### config.mk
export PLATFORM = sky130hd
export DESIGN_NAME = pipe_stage_regs
export DESIGN_NICKNAME = d
export VERILOG_FILES = /design/src/rtl/pipe_stage_regs.sv
export SDC_FILE = /design/constraint.sdc
export NUM_CORES = 1
export LEC_CHECK = 0
export ABC_AREA = 1
export BUFFER_PORTS_ARGS = -buffer_cell sky130_fd_sc_hd__buf_2
export CAP_MARGIN = 10
export CORE_UTILIZATION = 46
export CTS_CLUSTER_DIAMETER = 150
export DETAILED_ROUTE_END_ITERATION = 12
export PLACE_DENSITY = 0.74
export SYNTH_ARGS = -nofsm -noshare
export SYNTH_HDL_FRONTEND = slang
export SYNTH_SLANG_ARGS = --single-unit
export TNS_END_PERCENT = 1
### constraint.sdc
create_clock -name clk -period 1.45 [get_ports clk]
set_input_delay 0.435 -clock clk [delete_from_list [all_inputs] [get_ports clk]]
set_output_delay 0.435 -clock clk [all_outputs]
set_load 0.02 [all_outputs]
### src/rtl/pipe_stage_regs.sv
// Pipeline register bank for the 5-stage MIPS core: PC, IF/ID, ID/EX, EX/MEM, MEM/WB,
// plus per-stage PC/valid tracking and free-running debug counters.
module pipe_stage_regs #(
  parameter logic [31:0] RESET_PC = 32'h00003000,
  parameter int          CNT_W    = 32
) (
  input  logic             clk,
  input  logic             reset,
  input  logic             Stall,
  input  logic [31:0]      NPC,
  input  logic [31:0]      InstrF,
  input  logic             movWriteE,
  input  logic             bWriteE,
  output logic [31:0]      PCF,
  output logic [31:0]      InstrD,
  output logic [31:0]      PCD,
  output logic [31:0]      InstrE,
  output logic [31:0]      PCE,
  output logic [31:0]      InstrM,
  output logic [31:0]      PCM,
  output logic             movWriteM,
  output logic             bWriteM,
  output logic [31:0]      InstrW,
  output logic [31:0]      PCW,
  output logic             movWriteW,
  output logic             bWriteW,
  output logic             ValidW,
  output logic [CNT_W-1:0] CycleCnt,
  output logic [CNT_W-1:0] StallCnt,
  output logic [CNT_W-1:0] RetireCnt
);

  localparam logic [CNT_W-1:0] CntOne = CNT_W'(1);

  logic validD;
  logic validE;
  logic validM;
  logic validW;

  assign ValidW = validW;

  // PC and IF/ID: frozen while the hazard unit stalls
  always_ff @(posedge clk) begin
    if (reset) begin
      PCF    <= RESET_PC;
      InstrD <= '0;
      PCD    <= '0;
      validD <= 1'b0;
    end else if (!Stall) begin
      PCF    <= NPC;
      InstrD <= InstrF;
      PCD    <= PCF;
      validD <= 1'b1;
    end
  end

  // ID/EX: a stall injects a bubble (sll $0 nop) instead of holding
  always_ff @(posedge clk) begin
    if (reset || Stall) begin
      InstrE <= '0;
      PCE    <= '0;
      validE <= 1'b0;
    end else begin
      InstrE <= InstrD;
      PCE    <= PCD;
      validE <= validD;
    end
  end

  // EX/MEM: always advances; write flags are sampled only here
  always_ff @(posedge clk) begin
    if (reset) begin
      InstrM    <= '0;
      PCM       <= '0;
      validM    <= 1'b0;
      movWriteM <= 1'b0;
      bWriteM   <= 1'b0;
    end else begin
      InstrM    <= InstrE;
      PCM       <= PCE;
      validM    <= validE;
      movWriteM <= movWriteE;
      bWriteM   <= bWriteE;
    end
  end

  // MEM/WB
  always_ff @(posedge clk) begin
    if (reset) begin
      InstrW    <= '0;
      PCW       <= '0;
      validW    <= 1'b0;
      movWriteW <= 1'b0;
      bWriteW   <= 1'b0;
    end else begin
      InstrW    <= InstrM;
      PCW       <= PCM;
      validW    <= validM;
      movWriteW <= movWriteM;
      bWriteW   <= bWriteM;
    end
  end

  // Debug counters; retire counts the instruction leaving WB on this edge
  always_ff @(posedge clk) begin
    if (reset) begin
      CycleCnt  <= '0;
      StallCnt  <= '0;
      RetireCnt <= '0;
    end else begin
      CycleCnt <= CycleCnt + CntOne;
      if (Stall)  StallCnt  <= StallCnt + CntOne;
      if (validW) RetireCnt <= RetireCnt + CntOne;
    end
  end

endmodule

==> impl_metrics.tcl <==
set metrics [dict create \
    status "finished, violations left" \
    failed_checks "negative setup slack" \
    postPlaceCellArea_um2 17200 \
    cts_buffer_depth 3 \
    crit_top_cell "buf_6" \
    whs_path_depth 3 \
    die_h_um 177 \
    initial_core_util 0.471 \
    cp.required_ps 1020 \
    arrival_ps 1140 \
    fillers 1911 \
    power_density_nw_per_um2 1100 \
    fmax_ghz 0.635 \
    syn-cell-area_um2 14000 \
    cp-end-kind "output port" \
    synth_top_area_frac 0.559 \
    rsz0062_at_grt "yes" \
    critPathMaxFanout 3 \
    die_w_um 177 \
    hold_viol 0 \
    place_congestion 0.926 \
    cts_max_level 2 \
    syn_nets 1861 \
    maxCapViolations 0 \
    finalCritPeriodShare 1.09 \
    design_area_um2 22100 \
    start_kind "flop" \
    grt_pass1_vias 13600 \
    dp_hpwl_mm 31.4 \
    area_growth_pct 57.8 \
    clock_skew_ps 24.6 \
    crit_type "flop to output port" \
    ir_drop_v 0.00113 \
    dr.pass1.iters 5 \
    io_pins 458 \
    slew_headroom 0.717 \
    yosysWarnings 0 \
    multi_input_area_um2 5050 \
    io_buffers 457 \
    final_cell_mix "buf_6 (386), nor2_1 (380), inv_1 (281), dfxtp_2 (265), nand2_1 (203)" \
    cp_slowest_cell "dfxtp_4" \
    ant_nets 0 \
    routed-via-count 14300 \
    yosys-top-cells-area "dfxtp_1 (56%), nor2_1 (11%), inv_1 (7.5%)" \
    wl_mm 53.2 \
    ctsHoldBuffers 0 \
    finalSetupViolations 137 \
    yosys.area.top_type "dfxtp_1" \
    grt_max_degree 103 \
    dieArea_um2 31200 \
    ys_types 37 \
    viasPerCell 5.19 \
    hp-class "input pin to flop" \
    grt_util_all_layers 0.297 \
    setup_tns_ps -4140 \
    seq_area_um2 8500 \
    remaining_drc_errors 0 \
    final_common_cell "buf_6" \
    clk_pin_slew_ps 60 \
    drive_above_1_share 0.472 \
    r2r_cells 9 \
    ys_seq_elements 392 \
    grt_overflow_total 0 \
    tightest_slew_ps 425 \
    antenna_found_initial 8 \
    grt_pass1_wl_mm 72.9 \
    numCtsBuffers 41 \
    cts_tree "built" \
    synth_seq_area_share 0.559 \
    fin_crit_ps 1580 \
    critPathMaxStageDelay_ps 360 \
    first_iter_violations 1133 \
    total_leakage_power_nw 9.35 \
    synth_cells 1789 \
    setup_ws_ps -125 \
    slew_viol_final 0 \
    clock-sinks 392 \
    core_um2 29800 \
    worstPathCellList "buf_6, buf_6" \
    rows 63 \
    cts-root-buf "clkbuf_16" \
    clk_latency_ps 540 \
    post_drt_wl_per_cell_um 19.3 \
    syn_avg_cell_area_um2 7.84 \
    nNetsFinal 2397 \
]
[state kept, by name (all words and copies together), names as in the netlist, 32 cells and up]
signal	cells
PCE	32
StallCnt	32
PCD	32
PCM	32
RetireCnt	32
InstrD	32
PCW	32
InstrW	32
CycleCnt	32
PCF	32
InstrM	32
InstrE	32
[logic make-up (layout without fill, tap and decap cells)]
group	count (synthesis)	in the layout	synth area share
buffers and inverters	367	934	0.103
other	0	4	0
flip-flops	392	392	0.559
AND/OR/NAND/NOR	777	777	0.240
XOR/XNOR	12	12	0.00749
AO/OA/AOI/OAI	238	238	0.0873
adder cells (fa/ha/maj)	3	3	0.00268
[synth_stat cells]
library cell,number
nor2_1,409
a31oi_1,1
nor2_4,14
nor3_1,19
buf_1,5
clkinv_2,1
a21oi_1,112
nand3b_1,5
ha_1,3
nand3_1,51
buf_6,1
o21bai_1,3
inv_4,1
nor3b_2,2
xor2_1,9
xnor2_1,3
nand2_2,8
nor2b_2,1
nand2_1,214
nor2_2,20
buf_8,1
buf_4,2
nand3_2,5
inv_1,282
nand3_4,1
o21ai_1,5
clkbuf_1,25
buf_2,33
nand4_1,20
nor3_4,2
o21ai_0,108
inv_2,16
nor3_2,3
and3_1,3
o211a_1,1
dfxtp_1,392
o21a_1,8
[worst paths after layout]
kind          startpoint            to  slack [ps]
max          CycleCnt[0]   CycleCnt[0]        -130
min            movWriteE     movWriteM         120
max reg2reg  CycleCnt[0]  CycleCnt[25]         -70
min reg2reg       validM        ValidW         390
[worst max-delay path, delay by kind of cell (launching register included)]
kind | cells | cell delay, ps
flops | 1 | 360
buf+inv | 2 | 240
[repair_timing]
item / 4_1_cts / 5_1_grt
resized for setup: 1000 / 279
pin swaps: 4 / 26
hold endpoints to repair: 0 / 0
setup buffers: 28 / 9
setup endpoints to repair: 351 / 395
[per-stage QoR]
stage	worst slack, ps	power (mW)	cells	utilization	hold WS, ps
after floorplan	-59.3	12.4	1789	-	388
after CTS	-110	24.0	2737	0.713	98.1
after global placement	21.3	13.1	2647	0.577	391
after detailed placement	-17.2	13.1	2647	0.577	396
after global routing	-148	25.0	2750	0.743	113
final	-125	24.3	2750	0.743	123
[layout make-up]
cell class,count,area share
Antenna cell,4,0.000452
Timing Repair Buffer,560,0.251
Multi-Input combinational cell,1030,0.228
Clock inverter,17,0.0113
Tap cell,390,0.0220
Sequential cell,392,0.384
Clock buffer,57,0.0518
Inverter,300,0.0512
[where the power goes]
group / internal (mW) / total (mW) / leakage, nW / switching, mW
Combinational: 0.859 / 2.05 / 5.31 / 1.19
Clock: 6.47 / 11.0 / 0.675 / 4.50
Sequential: 11.0 / 11.3 / 3.37 / 0.291
[routing by layer]
layer | global-route usage | part of all wire | up-vias
met4 | 0.137 | 0.057 | 8
met5 | 0 | 0.0011 | -
met2 | 0.522 | 0.50 | 774
li1 | - | - | 6554
met1 | 0.339 | 0.36 | 6710
met3 | 0.0707 | 0.085 | 221
(Power assumes the default switching activity.)
